<file path="config.mk">
export PLATFORM = sky130hd
export DESIGN_NAME = button_event_scheduler
export DESIGN_NICKNAME = d
export VERILOG_FILES = /design/src/rtl/button_event_scheduler.sv
export SDC_FILE = /design/constraint.sdc
export NUM_CORES = 1
export LEC_CHECK = 0
export BUFFER_PORTS_ARGS = -buffer_cell sky130_fd_sc_hd__buf_2
export CELL_PAD_IN_SITES_DETAIL_PLACEMENT = 1
export CELL_PAD_IN_SITES_GLOBAL_PLACEMENT = 2
export CORE_MARGIN = 1.5
export CORE_UTILIZATION = 32
export DETAILED_ROUTE_END_ITERATION = 8
export GPL_TIMING_DRIVEN = 0
export PLACE_DENSITY = 0.7
export SYNTH_ARGS = -nofsm -noshare
export SYNTH_HDL_FRONTEND = slang
export SYNTH_SLANG_ARGS = --single-unit
</file>
<file path="constraint.sdc">
create_clock -name clk -period 1.85 [get_ports clk]
set_input_delay 0.185 -clock clk [delete_from_list [all_inputs] [get_ports clk]]
set_output_delay 0.185 -clock clk [all_outputs]
set_load 0.05 [all_outputs]
</file>
<file path="src/rtl/button_event_scheduler.sv">
// Debounced button front end: periodic sample strobe, per-channel debounce, rising-edge
// capture into pending flags, and a round-robin valid/ready event port.
module button_event_scheduler #(
    parameter int CH_W     = 2,
    parameter int PRESCALE = 1000,
    parameter int STABLE   = 4
) (
    input  logic                   clk,
    input  logic                   reset,
    input  logic                   enable,
    input  logic [(2**CH_W)-1:0]   level,
    output logic                   event_valid,
    output logic [CH_W-1:0]        event_ch,
    input  logic                   event_ready,
    output logic                   sample_tick,
    output logic                   overflow,
    input  logic                   ovf_clear
);
    localparam int N_CH    = 2**CH_W;
    localparam int PRESC_W = $clog2(PRESCALE);
    localparam int CNT_W   = $clog2(STABLE) + 1;
    localparam logic [PRESC_W-1:0] PRESC_MAX = PRESC_W'(PRESCALE - 1);
    localparam logic [CNT_W-1:0]   CNT_MAX   = CNT_W'(STABLE - 1);

    typedef enum logic {IDLE = 1'b0, PRESENT = 1'b1} state_t;

    logic [PRESC_W-1:0]          presc_q, presc_d;
    logic [N_CH-1:0]             flt_q, flt_d;
    logic [N_CH-1:0][CNT_W-1:0]  cnt_q, cnt_d;
    logic [N_CH-1:0]             pending_q, pending_d;
    logic [CH_W-1:0]             rr_ptr_q, rr_ptr_d;
    state_t                      state_q, state_d;
    logic                        event_valid_q, event_valid_d;
    logic [CH_W-1:0]             event_ch_q, event_ch_d;
    logic                        overflow_q, overflow_d;

    logic                        tick;
    logic [N_CH-1:0]             rise;
    logic                        accept;
    logic [N_CH-1:0]             clear_mask;
    logic [CH_W-1:0]             grant;
    logic [CH_W-1:0]             scan_idx;

    always_comb begin
        tick    = enable && (presc_q == PRESC_MAX);
        presc_d = presc_q;
        if (enable) begin
            presc_d = tick ? '0 : presc_q + PRESC_W'(1);
        end
        flt_d = flt_q;
        cnt_d = cnt_q;
        if (tick) begin
            for (int i = 0; i < N_CH; i++) begin
                if (level[i] == flt_q[i]) begin
                    cnt_d[i] = '0;
                end else if (cnt_q[i] == CNT_MAX) begin
                    flt_d[i] = level[i];
                    cnt_d[i] = '0;
                end else begin
                    cnt_d[i] = cnt_q[i] + CNT_W'(1);
                end
            end
        end
        rise = flt_d & ~flt_q;
    end

    // Descending scan so the channel closest to rr_ptr is the last (winning) assignment.
    always_comb begin
        grant    = rr_ptr_q;
        scan_idx = rr_ptr_q;
        for (int k = N_CH - 1; k >= 0; k--) begin
            scan_idx = rr_ptr_q + CH_W'(k);
            if (pending_q[scan_idx]) begin
                grant = scan_idx;
            end
        end
    end

    always_comb begin
        state_d       = state_q;
        event_valid_d = event_valid_q;
        event_ch_d    = event_ch_q;
        rr_ptr_d      = rr_ptr_q;
        accept        = 1'b0;
        case (state_q)
            IDLE: begin
                if (|pending_q) begin
                    event_ch_d    = grant;
                    event_valid_d = 1'b1;
                    state_d       = PRESENT;
                end
            end
            PRESENT: begin
                if (event_ready) begin
                    accept        = 1'b1;
                    rr_ptr_d      = event_ch_q + CH_W'(1);
                    event_valid_d = 1'b0;
                    state_d       = IDLE;
                end
            end
            default: state_d = IDLE;
        endcase
        clear_mask = '0;
        if (accept) begin
            clear_mask[event_ch_q] = 1'b1;
        end
        // A rise on the channel being accepted re-arms it instead of counting as overflow.
        pending_d  = (pending_q & ~clear_mask) | rise;
        overflow_d = (|(rise & pending_q & ~clear_mask)) | (overflow_q & ~ovf_clear);
    end

    always_ff @(posedge clk) begin
        if (reset) begin
            presc_q       <= '0;
            flt_q         <= '1;
            cnt_q         <= '0;
            pending_q     <= '0;
            rr_ptr_q      <= '0;
            state_q       <= IDLE;
            event_valid_q <= 1'b0;
            event_ch_q    <= '0;
            overflow_q    <= 1'b0;
        end else begin
            presc_q       <= presc_d;
            flt_q         <= flt_d;
            cnt_q         <= cnt_d;
            pending_q     <= pending_d;
            rr_ptr_q      <= rr_ptr_d;
            state_q       <= state_d;
            event_valid_q <= event_valid_d;
            event_ch_q    <= event_ch_d;
            overflow_q    <= overflow_d;
        end
    end

    assign event_valid = event_valid_q;
    assign event_ch    = event_ch_q;
    assign sample_tick = tick;
    assign overflow    = overflow_q;
endmodule
</file>
## Yosys cells after proc, flatten, opt, wreduce, memory -nomap -nowiden

Cells that the tools add are included.

- $add $sub $neg: 9
- Magnitude comparators: 6
- Eq/ne operators: 11
- Muxes and demuxes: 41
- Bitwise logic cells: 11
- Reductions and logical operators: 7

Operator list:

| cell | number |
|---|---|
| two-way mux 3 bit | 8 |
| two-way mux 1 bit | 19 |
| bitwise AND 4 bit | 4 |
| less-than comparator 2 x 3 -> 1 bit (second input constant) | 5 |
| adder 3 x 1 -> 3 bit (second input constant) | 4 |
| equality test 3 x 2 -> 1 bit (second input constant) | 4 |
| adder 10 x 1 -> 10 bit (second input constant) | 1 |
| equality test 10 bit (second input constant) | 1 |
| two-way mux 10 bit | 1 |
| binary-select mux 1 bit (select 2 bit) | 4 |
| two-way mux 2 bit | 4 |
| two-way mux 4 bit | 2 |
| NOT 4 bit | 2 |
| OR reduction 4 bit | 2 |
| AND reduction 2 bit | 3 |
| adder 2 x 1 -> 2 bit (second input constant) | 2 |
| adder 2 bit (second input constant) | 2 |
| equality test 1 bit | 4 |
| inequality test 2 bit (second input constant) | 2 |
| bitwise OR 4 bit | 1 |
| one-hot mux 1 bit (2 select lines) | 2 |
| demux 1 bit (select 2 bit) | 1 |
| greater-or-equal comparator 2 x 1 -> 1 bit (second input constant) | 1 |
| logical AND 1 bit | 2 |
| other kinds (3) | 4 |

- Register bits after elaboration: 37
- Bits of input ports: 9
- Output and inout port bits: 5
- Word-level logic and storage cells: 97

## Depth between registers and ports, before layout

Gate-level depths: netlist of the first run.

- Depth in word-level cells: 9
- Mapped depth: 8
- Gate-level depth less buffers: 6

## Worst setup path after synthesis of the first run

Ideal clock, no wire load.

- Path type: register -> register
- Start: register presc_q[3]
- End: register cnt_q[1] in the netlist's numbering
- Library setup time: 70 ps
- Arrival: 1,795 ps
- Slack: -16 ps
- Stages on the path, launching flop included: 8
- Period minus slack after synthesis: 1,866 ps
- Path through: dfxtp_1 -> or3b_1 -> or3_1 -> buf_2 -> inv_2 -> buf_2 -> nand3b_1 -> a21oi_1

- Cells in the longest elaborated chain, start to end: 2

RTL lines:

| what | RTL line | text |
|---|---|---|
| start: declaration | 27 | `logic [PRESC_W-1:0] presc_q, presc_d;` |
| start signal: assignment | 124 | `presc_q <= presc_d;` |
| equality test 10 bit | 45 | `tick = enable && (presc_q == PRESC_MAX);` |
| logical AND 1 bit | 45 |  |
| net sample_tick | 15 | `output logic sample_tick,` |
| end signal: assignment | 126 | `cnt_q <= cnt_d;` |
| end: declaration | 29 | `logic [N_CH-1:0][CNT_W-1:0] cnt_q, cnt_d;` |

The timed path passes the listed nets, and every way through them passes these cells.
A chain may end at the register's enable or synchronous reset.

## Worst setup path after layout of the first run

- Start: register presc_q[4]
- End: output sample_tick

- Cells in the longest elaborated chain, start to end: 2

RTL lines:

| what | RTL line |
|---|---|
| equality test 10 bit | 45 |
| logical AND 1 bit | 45 |
| end: declaration | 15 |

Every way passes these cells.

==> results of run 1 <==
[cell usage after synthesis]
cell | n | share of area [%]
nor2_1 | 24 | 5.1
buf_1 | 2 | 0.42
ha_1 | 9 | 6.3
xnor2_1 | 6 | 2.9
nor2b_1 | 6 | 2.1
and3_1 | 5 | 1.8
o21ba_2 | 1 | 0.56
a21oi_1 | 17 | 4.8
o22a_1 | 1 | 0.49
or3b_1 | 1 | 0.49
a2111o_1 | 1 | 0.63
nand2_1 | 19 | 4.0
xor2_1 | 5 | 2.5
nor4bb_1 | 4 | 2.2
nand3_1 | 14 | 3.9
inv_2 | 1 | 0.21
o21ai_0 | 3 | 0.84
a21boi_0 | 1 | 0.42
dfxtp_1 | 37 | 42
a41oi_1 | 1 | 0.49
inv_1 | 5 | 1.1
a211oi_1 | 2 | 0.84
a211o_1 | 3 | 1.5
nand4_1 | 3 | 1.1
or4_1 | 3 | 1.3
nand2b_1 | 4 | 1.4
nand3b_1 | 5 | 2.1
nor3b_1 | 4 | 1.7
clkbuf_1 | 4 | 0.84
a221oi_1 | 1 | 0.49
a311o_1 | 1 | 0.56
buf_2 | 4 | 1.1
o22ai_1 | 1 | 0.35
or3_1 | 1 | 0.35
a22oi_1 | 4 | 1.7
nor4_1 | 1 | 0.35
nor3_1 | 6 | 1.7
[kinds of logic (layout without fill, tap and decap cells)]
family	count (synthesis)	count (layout)	synth area share [%]
AO/OA/AOI/OAI	37	37	13.61
XOR/XNOR	11	11	5.403
flip-flops	37	37	41.54
adder cells (fa/ha/maj)	9	9	6.316
buffers and inverters	16	43	3.649
AND/OR/NAND/NOR	100	100	29.48
[flip-flops by register name (all words and copies together) (netlist names)]
| name | cells |
|---|---|
| state_q | 1 |
| overflow | 1 |
| event_ch | 2 |
| event_valid | 1 |
| flt_q | 4 |
| rr_ptr_q | 2 |
| presc_q | 10 |
| cnt_q | 12 |
| pending_q | 4 |
[cell type report]
cell class | instances | area [µm²]
buffer | 10 | 67.56
clock buffer | 7 | 96.34
clock inverter | 1 | 5.005
fill | 622 | 3078
inverter | 6 | 27.53
multi-input combinational | 157 | 1003
sequential | 37 | 747.0
tap | 70 | 87.58
timing repair buffer | 19 | 125.1
[per-layer routing]
metal	routed length (µm)	global-route usage, %	vias to the layer above
li1	-	-	791
met1	2205	20.30	769
met2	2380	30.96	15
met3	116	4.824	5
met4	57	4.909	0
met5	0	0	-
[power groups by stage]
stage	combinational (µW)	sequential [µW]	clock, µW
after global placement	49.7	820	0
final	57.3	804	633
after CTS	53.6	802	654
after floorplan	30.3	820	0
after global routing	65.2	805	696
after detailed placement	53.2	821	0
[what timing repair did]
action | CTS | global route
buffers inserted | 6 | 3
resized for setup | 16 | 8
pin swaps | 5 | 2
setup endpoints to repair | 16 | 12
[per-stage QoR]
stage               utilization (%)  hold WS [ns]
CTS                           40.40        0.2054
detailed placement            36.81        0.4654
finish                        41.23        0.2112
global route                  41.23        0.2158
global placement              36.81        0.4422
floorplan                         -        0.3369
[worst min-delay path, stage by stage]
cell     delay [ns]
buf_2          0.14
nand3_1        0.07
a21oi_1        0.06
[path summary, 6_finish.rpt]
kind | from | endpoint | slack (ns) | cells after the start
max reg2reg | presc_q[4]$_SDFFE_PP0P_ | cnt_q[0]$_SDFFE_PP0N_ | -0.06 | 5
min reg2reg | cnt_q[1]$_SDFFE_PP0N_ | cnt_q[1]$_SDFFE_PP0N_ | 0.47 | 2
min | enable | presc_q[1]$_SDFFE_PP0P_ | 0.21 | 3
max | presc_q[4]$_SDFFE_PP0P_ | sample_tick | -0.09 | 6
==> run summary, run 1 <==
status - finished with violations
failing checks - negative setup slack
CTS H-tree lvls - 2
Pwr Total - 1495 µW
grt total ovfl - 0
Final Setup Violations - 4
power share of the sequential group - 53.8%
post-placement setup slack - -0.2612 ns
number of buffers created by CTS - 5
Sw Share - 22.51%
Crit Path Max Fanout - 5
number of antenna violations at the first check in global routing - 0
Comb pwr share - 3.8%
power dissipated by switching net loads - 336.4 µW
critical path, cell by cell - or3b_4 > or3_1 > buf_6 > inv_6 > buf_8 > buf_8
height of the chip - 77.65 µm
gate count of the mapped netlist - 210
worst clock skew - 0.006802 ns
Pre-antenna DRT Iters - 3
average wire length per cell after detail routing - 15.50 µm
via count of the first global-routing pass - 1690
global-route wire length before repair - 8.155 mm
half-perimeter wire length after placement - 3.359 mm
post-synthesis cell area - 1783 µm²
Worst Setup Slack, final - -0.09207 ns
count of max-cap constraint violations - 0
later-pin clock latency in the skew report - 0.29 ns
deepest clock path buffer count - 2
vias per cell - 5.147
leading cell type in the layout, fill and taps excluded - dfxtp_1
detailed router's first-iteration violation count - 50
number of hold buffers added after cts - 0
Static Leakage - 0.0007940 µW
number of clock sinks seen by CTS - 37
dominant delay contributor by cell family on the critical path - simple AND/OR/NAND/NOR gates
number of max-slew violations in the final report - 0
number of nets in the final layout - 254
Horiz. Die Dim - 77.65 µm
number of warnings issued by yosys - 0
post-route insts no fill - 307
Crit path required time - 1.66 ns
register clock-pin slew on the reported worst setup and hold paths - 0.07 ns
buffer type at the clock tree root - clkbuf_8
die area - 6029 µm²
count of vias placed by the detailed router - 1580
number of routed nets with antenna violations - 0
Netlist cell types - 37
CP Launch Type - flop
clock period minus final worst setup slack - 1.942 ns
transition at the pin with the smallest max-transition slack - 0.7083 ns
fraction of final layout cells sized beyond drive strength 1 - 18.14%
maximum single-stage delay on the critical path - 0.39 ns
Post-route DRC - 0
class of the most critical setup path - reg2out
final routed wirelength across all metal layers - 4.759 mm
total instance count after detailed placement - 291
final count of hold timing violations - 0
ratio of total power to cell area - 692.1 nW/µm²
Core Rows - 26
starting density of the core - 34.04%
maximum number of pins on one net before global-route repair - 12
IR drop worst, VDD - 0.0002966 V
floorplan core area - 5238 µm²
proportion of power drawn by the clock network - 42.4%
dominant cell type by count on the critical path - buf_8
Boundary Pins - 14
unrepaired setup endpoints after global routing - true
number of antenna diodes - 0
slew margin rel. - 52.34%
total of flip-flops plus latches after synthesis - 37
clock tree from TritonCTS - done
DP Area - 1928 µm²
IO buf count - 11
area of all placed cells without fillers - 2160 µm²
sequential area share after synthesis - 41.54%
gpl congestion - 0.8058
hold crit path type - in2reg
Synth Area per Inst - 8.490 µm²
internal power summed over all cells - 1158 µW
crit path capture type - primary output
area delta synth->final - 21.12%
critical path data arrival time - 1.76 ns
maximum clock frequency - 514.9 MHz
CP max-delay cell - or3b_4
Final Cycle Share - 105.0%
nets in the synthesized netlist - 228
gr usage total - 17.43%
total negative setup slack - -0.2110 ns
Worst Path Buf+Inv - 4
top library cells by usage in the layout, fill and taps aside - dfxtp_1 (32), nor2_1 (24), nand2_1 (19)
(Power assumes the default switching activity.)
==> run 2, diff against run 1 <==
--- a/config.mk
+++ b/config.mk
@@ -9,10 +9,9 @@
 export CELL_PAD_IN_SITES_DETAIL_PLACEMENT = 1
 export CELL_PAD_IN_SITES_GLOBAL_PLACEMENT = 2
 export CORE_MARGIN = 1.5
-export CORE_UTILIZATION = 32
+export CORE_UTILIZATION = 35
 export DETAILED_ROUTE_END_ITERATION = 8
-export GPL_TIMING_DRIVEN = 0
-export PLACE_DENSITY = 0.7
+export PLACE_DENSITY = 0.72
 export SYNTH_ARGS = -nofsm -noshare
 export SYNTH_HDL_FRONTEND = slang
 export SYNTH_SLANG_ARGS = --single-unit
==> constraint.sdc (replaced) <==
create_clock -name clk -period 2.3 [get_ports clk]
set_input_delay 0.23 -clock clk [delete_from_list [all_inputs] [get_ports clk]]
set_output_delay 0.23 -clock clk [all_outputs]
set_load 0.05 [all_outputs]
==> run 2 against run 1 <==
Against the previous run: the flow now finishes without violations; total power decreased by 25%; core utilization increased by 0.22 points; wire length decreased by 10%; via count decreased by 3.9%; sequential share of layout area increased by 2.5 points; clock power decreased by 30%; register-to-register slack improved by 0.47 ns; combinational power decreased by 32%; first-iteration DRC count increased by 2.0%; highest routed layer unchanged.
==> run summary, run 2 (synthesized netlist as in run 1, its figures left out) <==
status - finished, final reports clean
Pwr Total - 1124 µW (-25%)
hold crit path type - in2reg
fraction of final layout cells sized beyond drive strength 1 - 11.21% (-6.9 points)
internal power summed over all cells - 866.7 µW (-25%)
height of the chip - 74.38 µm (-4.2%)
Final Cycle Share - 88.94%
power share of the sequential group - 57.4% (+3.6 points)
sink of the worst hold path - state_q$_SDFF_PP0_
R2R setup slack - 0.41 ns (+0.47 ns)
count of max-cap constraint violations - 0 (unchanged)
critical path, cell by cell - or3b_1 > or3_4 > inv_4 > buf_4
top library cells by usage in the layout, fill and taps aside - dfxtp_1 (37), nor2_1 (24), nand2_1 (19)
clock period minus final worst setup slack - 2.046 ns
Sw Share - 22.87% (+0.37 points)
starting density of the core - 37.01% (+3.0 points)
slew margin rel. - 49.22% (-3.1 points)
Comb pwr share - 3.5% (-0.3 points)
maximum number of pins on one net before global-route repair - 38 (+26)
maximum clock frequency - 488.9 MHz
unrepaired setup endpoints after global routing - false
area delta synth->final - 12.00%
IO buf count - 13 (+2)
critical path data arrival time - 1.82 ns (+0.06 ns)
CTS H-tree lvls - 2 (unchanged)
Largest register FFs - 12 (unchanged)
Core Rows - 25 (-3.8%)
worst reg-to-reg path cell count - 4 (-1)
number of clock sinks seen by CTS - 37 (unchanged)
detailed router's first-iteration violation count - 51 (+2.0%)
biggest regs - cnt_q: 12 flops, presc_q: 10 flops
Boundary Pins - 14 (unchanged)
via count of the first global-routing pass - 1607 (-4.9%)
floorplan core area - 4817 µm² (-8.0%)
Pre-antenna DRT Iters - 4 (+1)
Biggest register - cnt_q
power dissipated by switching net loads - 257.0 µW (-24%)
deepest clock path buffer count - 2 (unchanged)
number of max-slew violations in the final report - 0 (unchanged)
total negative setup slack - 0 ns (+0.2110 ns)
worst clock skew - 0.007184 ns (+0.0003823 ns)
gpl congestion - 0.7707 (-4.4%)
Worst Min Path Start - event_ready
global-route wire length before repair - 7.472 mm (-8.4%)
number of buffers created by CTS - 5 (unchanged)
Final Setup Violations - 0 (-4)
half-perimeter wire length after placement - 3.121 mm (-7.1%)
grt total ovfl - 0 (unchanged)
IR drop worst, VDD - 0.0002519 V (-15%)
proportion of power drawn by the clock network - 39.1% (-3.3 points)
vias per cell - 5.238 (+1.8%)
crit path capture type - primary output
gr usage total - 17.90% (+0.47 points)
later-pin clock latency in the skew report - 0.29 ns (about the same)
CP max-delay cell - or3b_1
die area - 5532 µm² (-8.2%)
count of vias placed by the detailed router - 1519 (-3.9%)
Horiz. Die Dim - 74.38 µm (-4.2%)
final count of hold timing violations - 0 (unchanged)
Crit Path Max Fanout - 15 (+10)
register clock-pin slew on the reported worst setup and hold paths - 0.07 ns (about the same)
transition at the pin with the smallest max-transition slack - 0.7547 ns (+0.04642 ns)
class of the most critical setup path - reg2out
beginning of the worst register-to-register path - presc_q[3]$_SDFFE_PP0P_
Static Leakage - 0.0007254 µW (-8.6%)
ratio of total power to cell area - 562.7 nW/µm² (-19%)
leading cell type in the layout, fill and taps excluded - dfxtp_1
number of antenna violations at the first check in global routing - 0 (unchanged)
average wire length per cell after detail routing - 14.76 µm (-4.8%)
number of nets in the final layout - 240 (-5.5%)
Post-route DRC - 0 (unchanged)
final worst hold slack - 0.2316 ns (+0.02040 ns)
maximum single-stage delay on the critical path - 0.41 ns (+0.02 ns)
CP Launch Type - flop
Reg-to-Reg End - cnt_q[0]$_SDFFE_PP0N_
number of routed nets with antenna violations - 0 (unchanged)
number of antenna diodes - 0 (unchanged)
clock tree from TritonCTS - done
final routed wirelength across all metal layers - 4.281 mm (-10%)
buffer type at the clock tree root - clkbuf_8
Crit path required time - 2.07 ns (+0.41 ns)
hold path cells - 2 (-1)
-- run 2: changes by cell type in the layout (fill, tap and decap cells not counted), moves of 3 or more --
cell / delta
buf_4: -6
dfxtp_2: -5
clkbuf_1: -3
dfxtp_1: +5
-- run 2: repair_timing --
item | 4_1_cts | 5_1_grt
hold buffers | 0 | 0
gates resized for setup | 1 | 2
setup buffers | 0 | 0
setup endpoints to repair | 1 | 1
pin swaps | 0 | 0
-- run 2: stage by stage --
| step | setup WS [ns] | cell area, µm² | instances | util (%) |
|---|---|---|---|---|
| 6_report | 0.2545 | 1997 | 290 | 41.45 |
| 2_1_floorplan | 0.4344 | 1783 | 210 | - |
| 5_1_grt | 0.1200 | 1997 | 290 | 41.45 |
| 3_5_place_dp | 0.2625 | 1904 | 282 | 39.53 |
| 3_3_place_gp | 0.3541 | 1904 | 282 | 39.53 |
| 4_1_cts | 0.05955 | 1989 | 290 | 41.30 |
-- run 2: final cells by class --
class                      count  area (µm²)
timing repair buffer          15       82.58
sequential                    37       740.7
tap                           67       83.83
multi-input combinational    157       982.2
inverter                       6       25.02
fill                         592        2820
clock inverter                 2       10.01
clock buffer                   6       72.57
-- run 2: power groups by stage --
stage                     Combinational (µW)  Clock (µW)  Sequential [µW]
after floorplan                         24.4           0              660
after global placement                  37.3           0              660
after detailed placement                39.7           0              660
after CTS                               39.8         462              645
after global routing                    44.1         489              645
final                                   39.0         440              645
-- run 2: critical path, delay by kind of cell (launching register included) --
kind	cells	cell delay [ns]
buffers and inverters	2	0.37
DFF	1	0.35
and+or+nand+nor	2	0.80
-- run 2: metal layers --
metal | routed length, µm | vias to the layer above | GRT usage, %
li1 | - | 765 | -
met1 | 2021 | 728 | 21.57
met2 | 2058 | 18 | 31.05
met3 | 135 | 8 | 4.065
met4 | 66 | 0 | 6.667
met5 | 0 | - | 0
-- run 2: worst max-delay path by stage --
| stage | startpoint | endpoint | slack, ns | cells past startpoint |
|---|---|---|---|---|
| detailed placement | presc_q[3]$_SDFFE_PP0P_ | flt_q[0]$_SDFF_PP1_ | 0.26 | 5 |
| CTS | presc_q[3]$_SDFFE_PP0P_ | sample_tick | 0.06 | 4 |
| global route | presc_q[0]$_SDFFE_PP0P_ | sample_tick | 0.12 | 5 |
| floorplan | presc_q[3]$_SDFFE_PP0P_ | cnt_q[1]$_SDFFE_PP0N_ | 0.43 | 7 |
| finish | presc_q[3]$_SDFFE_PP0P_ | sample_tick | 0.25 | 4 |
| global placement | presc_q[3]$_SDFFE_PP0P_ | flt_q[0]$_SDFF_PP1_ | 0.35 | 5 |
